$ cat src/rtl/sksa_pkg.sv
// Shared types and constants for the sparse Kogge-Stone adder fault controller.
package sksa_pkg;

  typedef enum logic [1:0] {IDLE, DRIVE, CHECK, DONE} sksa_state_e;

  localparam int unsigned NIB_W = 4;
  localparam int unsigned N_NIB = 4;

  // Position of each adder carry tap in the captured tap vector
  localparam logic [1:0] TAP_C4   = 2'd0;
  localparam logic [1:0] TAP_C8   = 2'd1;
  localparam logic [1:0] TAP_C12  = 2'd2;
  localparam logic [1:0] TAP_COUT = 2'd3;

endpackage

$ cat src/rtl/nibble_add4.sv
// Nibble-wide reference adder; reused once per CHECK cycle by the controller.
module nibble_add4
  import sksa_pkg::*;
(
  input  logic [NIB_W-1:0] a_i,
  input  logic [NIB_W-1:0] b_i,
  input  logic             cin_i,
  output logic [NIB_W-1:0] s_o,
  output logic             cout_o
);

  logic [NIB_W:0] sum;

  always_comb begin
    sum    = {1'b0, a_i} + {1'b0, b_i} + {{NIB_W{1'b0}}, cin_i};
    s_o    = sum[NIB_W-1:0];
    cout_o = sum[NIB_W];
  end

endmodule

$ cat src/rtl/sksa_fault_ctrl.sv
// Drives the sparse adder, checks its sum and carry taps nibble by nibble against a
// reference adder, retries on mismatch and falls back to the reference result.
module sksa_fault_ctrl
  import sksa_pkg::*;
#(
  parameter int unsigned SETTLE_CYC   = 1,
  parameter int unsigned MAX_RETRY    = 2,
  parameter bit          STICKY_FAULT = 1'b1
) (
  input  logic                     clk,
  input  logic                     rst,
  input  logic                     req_valid,
  output logic                     req_ready,
  input  logic [NIB_W*N_NIB-1:0]   req_a,
  input  logic [NIB_W*N_NIB-1:0]   req_b,
  input  logic                     req_cin,
  output logic [NIB_W*N_NIB-1:0]   add_a,
  output logic [NIB_W*N_NIB-1:0]   add_b,
  output logic                     add_cin,
  input  logic [NIB_W*N_NIB-1:0]   add_s,
  input  logic                     add_c4,
  input  logic                     add_c8,
  input  logic                     add_c12,
  input  logic                     add_cout,
  output logic                     rsp_valid,
  input  logic                     rsp_ready,
  output logic [NIB_W*N_NIB-1:0]   rsp_s,
  output logic                     rsp_cout,
  output logic                     rsp_fault,
  output logic [1:0]               rsp_retries,
  output logic [N_NIB-1:0]         fault_map,
  input  logic                     fault_clr
);

  localparam int unsigned W = NIB_W * N_NIB;

  sksa_state_e state_q, state_d;

  logic [W-1:0]     a_q, b_q, cap_s_q, ref_s_q, rsp_s_q;
  logic             cin_q, bypass_q, ref_c_q, rsp_cout_q, rsp_fault_q;
  logic [3:0]       settle_q;
  logic [1:0]       nib_q, retry_q;
  logic [N_NIB-1:0] mism_q, cap_tap_q, fault_map_q, fault_map_d;

  logic [3:0]       idx;
  logic [NIB_W-1:0] ref_nib_s;
  logic             ref_cin, ref_nib_c, nib_mism;
  logic [N_NIB-1:0] mism_all;
  logic [W-1:0]     ref_s_all;
  logic             last_nib, settle_done, use_bypass, retry_ok, retry_go, fail_set;

  assign idx         = {nib_q, 2'b00};
  assign ref_cin     = (nib_q == 2'd0) ? cin_q : ref_c_q;
  assign last_nib    = (nib_q == 2'd3);
  assign settle_done = (settle_q == 4'(SETTLE_CYC - 1));
  assign use_bypass  = STICKY_FAULT && (fault_map_q != '0);
  assign retry_ok    = (retry_q < 2'(MAX_RETRY));

  nibble_add4 u_ref (
    .a_i    (a_q[idx +: NIB_W]),
    .b_i    (b_q[idx +: NIB_W]),
    .cin_i  (ref_cin),
    .s_o    (ref_nib_s),
    .cout_o (ref_nib_c)
  );

  // Fold the nibble under check into the running results so the final CHECK edge
  // can decide on the complete mismatch vector and reference sum.
  always_comb begin
    nib_mism       = (cap_s_q[idx +: NIB_W] != ref_nib_s) || (cap_tap_q[nib_q] != ref_nib_c);
    mism_all       = mism_q;
    mism_all[nib_q] = mism_q[nib_q] | nib_mism;
    ref_s_all      = ref_s_q;
    ref_s_all[idx +: NIB_W] = ref_nib_s;
  end

  assign retry_go = (state_q == CHECK) && last_nib && !bypass_q && (mism_all != '0) && retry_ok;
  assign fail_set = (state_q == CHECK) && last_nib && !bypass_q && (mism_all != '0) && !retry_ok;

  // Clear drops old flags; a coincident set still records the newly flagged lanes.
  always_comb begin
    fault_map_d = fault_clr ? '0 : fault_map_q;
    if (fail_set) fault_map_d = fault_map_d | mism_all;
  end

  always_ff @(posedge clk) begin
    if (rst) state_q <= IDLE;
    else     state_q <= state_d;
  end

  always_comb begin
    state_d = state_q;
    unique case (state_q)
      IDLE:  if (req_valid) state_d = use_bypass ? CHECK : DRIVE;
      DRIVE: if (settle_done) state_d = CHECK;
      CHECK: if (last_nib) state_d = retry_go ? DRIVE : DONE;
      DONE:  if (rsp_ready) state_d = IDLE;
      default: state_d = IDLE;
    endcase
  end

  always_ff @(posedge clk) begin
    if (rst) begin
      a_q         <= '0;
      b_q         <= '0;
      cin_q       <= 1'b0;
      bypass_q    <= 1'b0;
      settle_q    <= '0;
      nib_q       <= '0;
      retry_q     <= '0;
      mism_q      <= '0;
      cap_s_q     <= '0;
      cap_tap_q   <= '0;
      ref_s_q     <= '0;
      ref_c_q     <= 1'b0;
      rsp_s_q     <= '0;
      rsp_cout_q  <= 1'b0;
      rsp_fault_q <= 1'b0;
      fault_map_q <= '0;
    end else begin
      fault_map_q <= fault_map_d;
      case (state_q)
        IDLE: begin
          if (req_valid) begin
            a_q      <= req_a;
            b_q      <= req_b;
            cin_q    <= req_cin;
            bypass_q <= use_bypass;
            mism_q   <= '0;
            retry_q  <= '0;
            settle_q <= '0;
            nib_q    <= '0;
          end
        end
        DRIVE: begin
          if (settle_done) begin
            cap_s_q             <= add_s;
            cap_tap_q[TAP_C4]   <= add_c4;
            cap_tap_q[TAP_C8]   <= add_c8;
            cap_tap_q[TAP_C12]  <= add_c12;
            cap_tap_q[TAP_COUT] <= add_cout;
            settle_q            <= '0;
            nib_q               <= '0;
          end else begin
            settle_q <= settle_q + 4'd1;
          end
        end
        CHECK: begin
          ref_s_q <= ref_s_all;
          ref_c_q <= ref_nib_c;
          mism_q  <= mism_all;
          nib_q   <= nib_q + 2'd1;
          if (retry_go) begin
            retry_q  <= retry_q + 2'd1;
            mism_q   <= '0;
            settle_q <= '0;
          end else if (last_nib) begin
            if (bypass_q || (mism_all != '0)) begin
              rsp_s_q     <= ref_s_all;
              rsp_cout_q  <= ref_nib_c;
              rsp_fault_q <= 1'b1;
            end else begin
              rsp_s_q     <= cap_s_q;
              rsp_cout_q  <= cap_tap_q[TAP_COUT];
              rsp_fault_q <= 1'b0;
            end
          end
        end
        default: ;
      endcase
    end
  end

  always_comb begin
    req_ready   = (state_q == IDLE);
    add_a       = '0;
    add_b       = '0;
    add_cin     = 1'b0;
    rsp_valid   = 1'b0;
    rsp_s       = '0;
    rsp_cout    = 1'b0;
    rsp_fault   = 1'b0;
    rsp_retries = '0;
    if (state_q == DRIVE) begin
      add_a   = a_q;
      add_b   = b_q;
      add_cin = cin_q;
    end
    if (state_q == DONE) begin
      rsp_valid   = 1'b1;
      rsp_s       = rsp_s_q;
      rsp_cout    = rsp_cout_q;
      rsp_fault   = rsp_fault_q;
      rsp_retries = retry_q;
    end
    fault_map = fault_map_q;
  end

endmodule

$ cat config.mk
export PLATFORM = sky130hd
export DESIGN_NAME = sksa_fault_ctrl
export DESIGN_NICKNAME = d
export VERILOG_FILES = /design/src/rtl/sksa_pkg.sv /design/src/rtl/nibble_add4.sv /design/src/rtl/sksa_fault_ctrl.sv
export SDC_FILE = /design/constraint.sdc
export NUM_CORES = 1
export LEC_CHECK = 0
export ABC_AREA = 1
export CAP_MARGIN = 10
export CORE_MARGIN = 5
export CORE_UTILIZATION = 40
export DETAILED_ROUTE_END_ITERATION = 10
export PLACE_DENSITY_LB_ADDON = 0.15
export SLEW_MARGIN = 0
export SYNTH_ARGS = -nofsm -noshare
export SYNTH_HDL_FRONTEND = slang
export SYNTH_SLANG_ARGS = --single-unit
$ cat constraint.sdc
create_clock -name clk -period 4.57 [get_ports clk]
set_clock_uncertainty 0.2 [all_clocks]
set_input_delay 0.6855 -clock clk [delete_from_list [all_inputs] [get_ports clk]]
set_output_delay 0.6855 -clock clk [all_outputs]
set_load 0.05 [all_outputs]
==> results of run 1 <==
layout by cell type (no fill, tap or decap):
cell type / Yosys / final
nor4_1: 2 / 2
o22ai_1: 13 / 13
inv_4: 1 / 1
or2_2: 2 / 2
a211oi_1: 1 / 1
o211ai_1: 1 / 1
nor3_1: 3 / 3
nand3_4: 1 / 1
nor2_2: 2 / 2
clkbuf_1: 33 / 2
clkbuf_8: 0 / 2
nand2_1: 170 / 169
dfxtp_1: 107 / 107
clkbuf_16: 0 / 9
a31oi_1: 1 / 1
ha_1: 11 / 11
a21oi_1: 92 / 92
bufinv_16: 0 / 1
o32ai_1: 4 / 4
a32oi_1: 2 / 2
inv_2: 2 / 3
o21ai_0: 85 / 85
xor2_1: 3 / 3
o21ai_1: 3 / 3
nor2_1: 138 / 138
nand4_1: 7 / 7
clkdlybuf4s50_1: 0 / 116
inv_1: 130 / 129
clkinv_2: 0 / 1
nand2_2: 1 / 2
fa_1: 2 / 2
clkinv_1: 2 / 2
buf_4: 4 / 13
nand3_1: 38 / 38
nand2_4: 2 / 2
nand3_2: 2 / 2
cells in the mapped netlist, drive strengths merged:
master / instances / area, µm²
clkbuf: 33 / 124
nor3: 3 / 15.0
xor2: 3 / 26.3
a211oi: 1 / 7.51
buf: 14 / 97.6
a31oi: 1 / 6.26
a21oi: 92 / 460
nand3: 41 / 228
o22ai: 13 / 81.3
fa: 2 / 40.0
a32oi: 2 / 17.5
nand4: 7 / 43.8
o21ai: 88 / 440
ha: 11 / 138
nand2: 173 / 667
o32ai: 4 / 35.0
or2: 2 / 12.5
o211ai: 1 / 7.51
clkinv: 2 / 7.51
nor4: 2 / 12.5
nor2: 140 / 531
dfxtp: 107 / 2140
inv: 133 / 502
cell families (layout without fill, tap and decap cells):
| logic type | after synthesis | count (layout) |
|---|---|---|
| AND/OR/NAND/NOR | 368 | 368 |
| AO/OA/AOI/OAI | 202 | 202 |
| buffers and inverters | 182 | 279 |
| adder cells (fa/ha/maj) | 13 | 13 |
| flip-flops | 107 | 107 |
| XOR/XNOR | 3 | 3 |
worst paths after layout:
check | from | end | slack, ps | cells after the start
worst min register to register | mism_q[0]$_SDFFE_PP0P_ | mism_q[0]$_SDFFE_PP0P_ | 270 | 2
worst min-delay path | mism_q[0]$_SDFFE_PP0P_ | mism_q[0]$_SDFFE_PP0P_ | 270 | 2
worst max-delay path | nib_q[0]$_SDFFE_PP0P_ | rsp_s_q[13]$_SDFFE_PP0P_ | 540 | 18
worst max register to register | nib_q[0]$_SDFFE_PP0P_ | rsp_s_q[13]$_SDFFE_PP0P_ | 540 | 18
layer usage:
| layer | part of all wire | GRT usage |
|---|---|---|
| met5 | 0 | 0 |
| met4 | 0.012 | 0.0544 |
| met3 | 0.076 | 0.0523 |
| met2 | 0.42 | 0.281 |
| met1 | 0.49 | 0.276 |
metrics by stage:
stage / hold slack [ps] / utilization / instances
2_1_floorplan: 239 / - / 875
3_3_place_gp: 255 / 0.498 / 1137
3_5_place_dp: 262 / 0.498 / 1137
4_1_cts: 273 / 0.519 / 1152
5_1_grt: 296 / 0.519 / 1152
6_report: 269 / 0.519 / 1152
area by class of cell:
type | count | area share
multi-input cells | 586 | 0.385
flip-flops and latches | 107 | 0.297
repair buffers | 129 | 0.175
inverters | 135 | 0.0707
clock buffers | 13 | 0.0361
well taps | 180 | 0.0313
clock inverters | 2 | 0.00486
power by group through the flow:
| stage | Clock, W | Sequential (W) | Combinational, W |
|---|---|---|---|
| 5_1_grt | 0.000852 | 0.00134 | 0.00232 |
| 3_5_place_dp | 0 | 0.00133 | 0.00204 |
| 6_report | 0.000790 | 0.00131 | 0.00205 |
| 2_1_floorplan | 0 | 0.00128 | 0.00155 |
| 3_3_place_gp | 0 | 0.00133 | 0.00204 |
| 4_1_cts | 0.000808 | 0.00131 | 0.00205 |
critical path, cell delays in order (launching register included):
cell     delay (ps)
dfxtp_1         760
o21ai_0         150
a21oi_1         140
a21oi_1          80
fa_1            470
fa_1            410
xor2_1          330
xor2_1          210
nor2_2           80
nand3_1          80
nand2_1          70
nand2_1          70
inv_2            50
nand2_4         100
nand3_4         130
nand2_4         340
nand2_1          90
nand2_1          70
nor2_1           60
sequential cells by signal (all words and copies together) (netlist names), 4 cells and up:
register and flops:
a_q 16, b_q 16, cap_s_q 16, cap_tap_q 4, fault_map 4, mism_q 4, ref_s_q 16, rsp_s_q 16
settle_q 4
==> results.json, run 1 <==
{
  "post_cts_buffers": 0,
  "period_share": 0.881,
  "cts_resized": 0,
  "ios": 117,
  "slew_headroom": 0.356,
  "hold_viol": 0,
  "final_cell_area_mm2": 0.00720,
  "rows": 43,
  "p_clk_frac": 0.190,
  "pre_cts_ws_ps": 575,
  "drive_gt1_frac": 0.0422,
  "grt_pass1_wl_mm": 25.9,
  "leakage_nw": 3.12,
  "cap_violations": 0,
  "seq_power_share": 0.316,
  "cp-start-kind": "flip-flop",
  "cts_sinks": 107,
  "arrival_ps": 4070,
  "core_mm2": 0.0139,
  "final_nets": 1039,
  "drc": 0,
  "syn_area_mm2": 0.00564,
  "drt_first_pass_iters": 5,
  "syn_area_per_cell_um2": 6.45,
  "io_buffers": 116,
  "status": "finished clean",
  "gr-total-overflow": 0,
  "synth_mux_area_frac": 0,
  "setup_tns_ps": 0,
  "setup_viol": 0,
  "synthXorXnorAreaFrac": 0.00466,
  "multi_input_area_mm2": 0.00277,
  "wl_per_cell_um": 13.5,
  "die_width_um": 129,
  "fmax_mhz": 248,
  "setup_ws_ps": 545,
  "cts_hold_buffers": 0,
  "grt_usage": 0.192,
  "routed_wl_mm": 15.6,
  "switching_share": 0.452,
  "comb_power_share": 0.494,
  "ctsLongestPathBuffers": 2,
  "drt_iter0_markers": 389,
  "synth_compound_area_frac": 0.187,
  "numCtsBuffers": 9,
  "cts_root_buf": "clkbuf_16",
  "synthSimpleGateAreaFrac": 0.267,
  "ff_latch_area_mm2": 0.00214,
  "drtAntennaViolNets": 0,
  "p_sw_w": 0.00188,
  "synthAdderAreaFrac": 0.0315,
  "num-fill-cells": 1433,
  "clock_latency_ps": 350,
  "synthDistinctLibCells": 34,
  "cts_tree": "yes",
  "post-dp-hpwl_mm": 11.2,
  "vias": 5534,
  "finalPower_w": 0.00416,
  "antenna_found_initial": 0,
  "finalCriticalPeriod_ps": 4030,
  "grt_pass1_vias": 5194,
  "tightest_slew_ps": 965,
  "syn-instance-count": 875,
  "clk_pin_slew_worst_paths_ps": 70,
  "grt_max_degree": 66,
  "intPower_w": 0.00228,
  "synth_top_family_by_area": "simple AND/OR/NAND/NOR gates",
  "gp_congestion": 0.880,
  "ys_ff_latch": 107,
  "diodes": 0,
  "finalMaxSlewViolations": 0,
  "ys_warn_count": 0,
  "post_dp_cell_area_mm2": 0.00691,
  "crit_type": "reg2reg",
  "die_y_um": 129,
  "pwr_density_cell_mw_per_mm2": 577,
  "ys_seq_area_frac": 0.380,
  "htree_levels": 3,
  "path_max_fanout": 35,
  "worst_ep_required_time_ps": 4620,
  "dieArea_mm2": 0.0166,
  "initial_core_util": 0.406,
  "worst_ir_drop_vdd_mv": 0.234,
  "worstSetupEndpointType": "flip-flop",
  "synthToLayoutAreaGrowth_pct": 27.7,
  "syn-num-nets": 946,
  "rsz0062_at_grt": "no",
  "viasPerCell": 4.80,
  "hold_class": "reg2reg"
}
Note: power is estimated with default switching activity, not from simulation.
==> run 2, diff against run 1 <==
--- a/config.mk
+++ b/config.mk
@@ -7,10 +7,10 @@
 export LEC_CHECK = 0
 export ABC_AREA = 1
 export CAP_MARGIN = 10
+export CORE_ASPECT_RATIO = 1.25
 export CORE_MARGIN = 5
 export CORE_UTILIZATION = 40
 export DETAILED_ROUTE_END_ITERATION = 10
-export PLACE_DENSITY_LB_ADDON = 0.15
 export SLEW_MARGIN = 0
 export SYNTH_ARGS = -nofsm -noshare
 export SYNTH_HDL_FRONTEND = slang
==> run 2 against run 1 <==
Register-to-register slack lost 100 ps; critical endpoint is now rsp_s_q[14]$_SDFFE_PP0P_; count of clock-buffer cells in the layout fell by 3; core utilization increased by 0.49 points; final area rose by 0.45%; largest power group unchanged; routed wire length grew 2.7%; non-clock buffer count increased by 2; via count up 0.65%; cell count fell by 0.17%.
==> results.json, run 2 (synthesis results as in run 1) <==
{
  "status": "finished clean",
  "drt_first_pass_iters": 4,
  "drive_gt1_frac": 0.0462,
  "grt_usage": 0.194,
  "gp_congestion": 0.885,
  "antenna_found_initial": 0,
  "ios": 117,
  "gr-total-overflow": 0,
  "die_y_um": 143,
  "die_width_um": 116,
  "wl_per_cell_um": 13.9,
  "finalMaxSlewViolations": 0,
  "synthToLayoutAreaGrowth_pct": 28.2,
  "hold_class": "reg2reg",
  "path_max_fanout": 14,
  "rsz0062_at_grt": "no",
  "hold_viol": 0,
  "cts_sinks": 107,
  "clock_latency_ps": 350,
  "cts_hold_buffers": 0,
  "leakage_nw": 3.12,
  "post_cts_buffers": 0,
  "multi_input_area_mm2": 0.00277,
  "diodes": 0,
  "worst_ep_required_time_ps": 4650,
  "slew_headroom": 0.447,
  "final_cell_mix": "nand2_1, nor2_1, inv_1",
  "io_buffers": 116,
  "core_mm2": 0.0138,
  "drtAntennaViolNets": 0,
  "ctsLongestPathBuffers": 2,
  "grt_max_degree": 48,
  "arrival_ps": 4210,
  "rows": 48,
  "hold_ws_ps": 263,
  "post-dp-hpwl_mm": 11.9,
  "period_share": 0.903,
  "final_nets": 1041,
  "initial_core_util": 0.408,
  "numCtsBuffers": 9,
  "worstSetupEndpointType": "flip-flop",
  "cts_tree": "yes",
  "cap_violations": 0,
  "worst_ir_drop_vdd_mv": 0.250,
  "drt_iter0_markers": 314,
  "grt_pass1_wl_mm": 25.9,
  "ff_latch_area_mm2": 0.00214,
  "layout_commonest_cell": "nand2_1",
  "setup_ws_ps": 445,
  "viasPerCell": 4.84,
  "drc": 0,
  "finalCriticalPeriod_ps": 4130,
  "setup_viol": 0,
  "pre_cts_ws_ps": 487,
  "crit_type": "reg2reg",
  "cts_resized": 0,
  "routed_wl_mm": 16.0,
  "cts_root_buf": "clkbuf_16",
  "worst-r2r-cell-count": 19,
  "tightest_slew_ps": 824,
  "vias": 5570,
  "htree_levels": 3,
  "clk_pin_slew_worst_paths_ps": 70,
  "num-fill-cells": 1492,
  "hold_depth": 2,
  "setup_tns_ps": 0,
  "dieArea_mm2": 0.0166,
  "pwr_density_cell_mw_per_mm2": 586,
  "cp-start-kind": "flip-flop",
  "fmax_mhz": 242,
  "grt_pass1_vias": 5243
}
==> run 2: cell count changes in the layout (fill, tap and decap cells not counted), sizes merged <==
cell      previous run  this run
clkinv               3         2
clkinvlp             0         4
buf                 13        15
bufinv               1         2
clkbuf              13        10
==> run 2: worst max-delay path, stage by stage (launching register included) <==
cell and delay, ps:
dfxtp_1 580, inv_4 140, ha_1 260, nand2_1 70
o21ai_0 90, fa_1 430, fa_1 410, xor2_1 370
xor2_1 130, nor2_2 180, nand3_1 90, nand2_1 90
nand2_1 60, inv_2 80, nand3_2 240, inv_1 340
nand2_1 110, nand2_1 70, nor2_1 40, nor2_1 80
==> run 2: through the flow <==
step	total power (W)	cells	area (µm²)	util
after global placement	0.00342	1134	6920	0.501
after CTS	0.00425	1150	7230	0.524
after detailed placement	0.00342	1134	6920	0.501
final	0.00424	1150	7230	0.524
after floorplan	0.00282	875	5640	-
after global routing	0.00457	1150	7230	0.524
==> run 2: path summary, 6_finish.rpt <==
| kind | from | to | slack (ps) |
|---|---|---|---|
| setup / recovery | nib_q[0]$_SDFFE_PP0P_ | rsp_s_q[14]$_SDFFE_PP0P_ | 440 |
| hold / removal | rsp_fault_q$_SDFFE_PP0P_ | rsp_fault_q$_SDFFE_PP0P_ | 260 |
| setup reg to reg | nib_q[0]$_SDFFE_PP0P_ | rsp_s_q[14]$_SDFFE_PP0P_ | 440 |
| hold reg to reg | rsp_fault_q$_SDFFE_PP0P_ | rsp_fault_q$_SDFFE_PP0P_ | 260 |
==> run 2: routing by layer <==
| metal | part of all wire | up-vias | GRT usage |
|---|---|---|---|
| met5 | 0 | - | 0 |
| met4 | 0.020 | 0 | 0.0574 |
| met3 | 0.046 | 22 | 0.0390 |
| met2 | 0.49 | 123 | 0.334 |
| met1 | 0.45 | 2474 | 0.245 |
| li1 | - | 2951 | - |
==> run 2: layout make-up <==
cell class,instances,area share
well taps,175,0.0303
inverters,135,0.0704
flip-flops and latches,107,0.296
repair buffers,131,0.176
clock inverters,6,0.0125
clock buffers,10,0.0316
multi-input cells,586,0.383
==> run 2: power by group <==
group	switching (W)	leakage, nW	internal, W
Sequential	0.000159	0.876	0.00117
Combinational	0.00141	2.11	0.000661
Clock	0.000357	0.141	0.000481
==> run 3, diff against run 2 <==
--- a/config.mk
+++ b/config.mk
@@ -9,7 +9,7 @@
 export CAP_MARGIN = 10
 export CORE_ASPECT_RATIO = 1.25
 export CORE_MARGIN = 5
-export CORE_UTILIZATION = 40
+export CORE_UTILIZATION = 35
 export DETAILED_ROUTE_END_ITERATION = 10
 export SLEW_MARGIN = 0
 export SYNTH_ARGS = -nofsm -noshare
==> constraint.sdc (replaced) <==
create_clock -name clk -period 4.03 [get_ports clk]
set_clock_uncertainty 0.2 [all_clocks]
set_input_delay 0.6045 -clock clk [delete_from_list [all_inputs] [get_ports clk]]
set_output_delay 0.6045 -clock clk [all_outputs]
set_load 0.05 [all_outputs]
==> run 3 against run 2 <==
Final area up 1.1%; largest cell class unchanged; total power up 13%; sequential power up 14%; global-route usage down 2.2 points; register-to-register slack worse by 90 ps; core utilization down 6.7 points; worst setup slack worse by 93 ps; critical endpoint is now rsp_s_q[15]$_SDFFE_PP0P_.
==> results.json, run 3 (synthesis results as in run 1) <==
{
  "cp-start-kind": "flip-flop",
  "setup_ws_ps": 352,
  "rows": 52,
  "hold_class": "reg2reg",
  "utilization": 0.457,
  "final_nets": 1044,
  "crit_top_cell": "nand2_1",
  "die_y_um": 152,
  "antenna_found_initial": 0,
  "dieArea_mm2": 0.0188,
  "setup_tns_ps": 0,
  "gp_congestion": 0.909,
  "finalMaxSlewViolations": 0,
  "post-dp-hpwl_mm": 12.2,
  "crit_path_max_incr_delay_ps": 440,
  "die_width_um": 124,
  "path_max_fanout": 10,
  "grt_max_degree": 39,
  "worstSetupEndpointType": "flip-flop",
  "pwr_density_cell_mw_per_mm2": 654,
  "min-delay-start": "mism_q[3]$_SDFFE_PP0P_",
  "slew_headroom": 0.480,
  "startpoint": "nib_q[0]$_SDFFE_PP0P_",
  "rsz0062_at_grt": "no",
  "dp.cells": 1178,
  "drtAntennaViolNets": 0,
  "io_buffers": 116,
  "core_mm2": 0.0160,
  "gr-total-overflow": 0,
  "stdcell_count": 1194,
  "drt_first_pass_iters": 5,
  "worst_ir_drop_vdd_mv": 0.264,
  "grt_pass1_vias": 5318,
  "numCtsBuffers": 9,
  "diodes": 0,
  "worstPathCellList": "inv_4 > ha_1 > buf_4 > o21ai_0 > fa_1 > fa_1 > nor2_1 > nor2_1 > nand3_1 > nand2_1 > inv_1 > nand2_1 > nor2_2 > nand3_1 > nand2_1 > nand2_1 > inv_2 > nand3_2 > buf_4 > nand2_1 > o21ai_1 > nor2_1 > nor2_1",
  "final_cell_area_mm2": 0.00732,
  "layout_commonest_cell": "nand2_1",
  "clk_pin_slew_worst_paths_ps": 70,
  "tightest_slew_ps": 778,
  "finalCriticalPeriod_ps": 3680,
  "vias": 5607,
  "r2r-start": "nib_q[0]$_SDFFE_PP0P_",
  "drive_gt1_frac": 0.0521,
  "leakage_nw": 3.13,
  "ios": 117,
  "wl_per_cell_um": 13.5,
  "grt_pass1_wl_mm": 26.5,
  "routed_wl_mm": 16.1,
  "timing.critical_path.slowest_stage_cell": "fa_1",
  "clock_latency_ps": 350,
  "crit_type": "reg2reg",
  "synthToLayoutAreaGrowth_pct": 29.7,
  "cts_tree": "yes",
  "cts_root_buf": "clkbuf_16",
  "drt_iter0_markers": 297,
  "post_cts_buffers": 0,
  "viasPerCell": 4.70,
  "fmax_mhz": 272,
  "pre_cts_ws_ps": 282,
  "hold_viol": 0,
  "num-fill-cells": 1717,
  "drc": 0,
  "initial_core_util": 0.352,
  "worst_ep_required_time_ps": 4080,
  "period_share": 0.913,
  "post_dp_cell_area_mm2": 0.00700,
  "status": "finished clean",
  "setup_viol": 0,
  "grt_usage": 0.173,
  "arrival_ps": 3730,
  "cts_sinks": 107,
  "cts_hold_buffers": 0,
  "final_cell_mix": "nand2_1, nor2_1, inv_1",
  "htree_levels": 3,
  "cap_violations": 0,
  "ctsLongestPathBuffers": 2
}
run 3: per-stage QoR:
stage | hold slack [ps] | power (W)
final | 267 | 0.00478
after global routing | 288 | 0.00517
after CTS | 270 | 0.00481
after detailed placement | 260 | 0.00389
after global placement | 255 | 0.00389
after floorplan | 239 | 0.00321
run 3: power breakdown:
part	total [W]	switching (W)	internal [W]
registers	0.00151	0.000180	0.00133
logic	0.00237	0.00159	0.000776
clock network	0.000911	0.000409	0.000502
run 3: repair_timing:
item                                    4_1_cts  5_1_grt
endpoints found under the hold margin         0        0
resized for setup                             0        3
endpoints found under the setup margin        0       18
run 3: worst paths after layout:
check	depth (start not counted)	to	slack, ps
hold reg to reg	2	mism_q[3]$_SDFFE_PP0P_	270
setup / recovery	23	rsp_s_q[15]$_SDFFE_PP0P_	350
hold / removal	2	mism_q[3]$_SDFFE_PP0P_	270
setup reg to reg	23	rsp_s_q[15]$_SDFFE_PP0P_	350
run 3: metal layers:
| layer | global-route usage | vias up | share of wire |
|---|---|---|---|
| met4 | 0.0470 | 0 | 0.015 |
| li1 | - | 2957 | - |
| met1 | 0.220 | 2492 | 0.44 |
| met2 | 0.293 | 142 | 0.49 |
| met3 | 0.0368 | 16 | 0.054 |
| met5 | 0 | - | 0 |
run 3: layout make-up:
cell class | instances | area (µm²) | share of cell area
clock inverters | 5 | 62.6 | 0.00855
inverters | 135 | 513 | 0.0701
well taps | 216 | 270 | 0.0369
flip-flops and latches | 107 | 2140 | 0.293
clock buffers | 11 | 243 | 0.0332
multi-input cells | 586 | 2790 | 0.381
repair buffers | 134 | 1300 | 0.177
run 3: critical path, delay by kind of cell, from the launching register on:
kind            cells  cell delay, ps
compound gates      2             200
buf+inv             5             580
simple gates       13            1200
fa+ha+maj           3            1020
flops               1             380
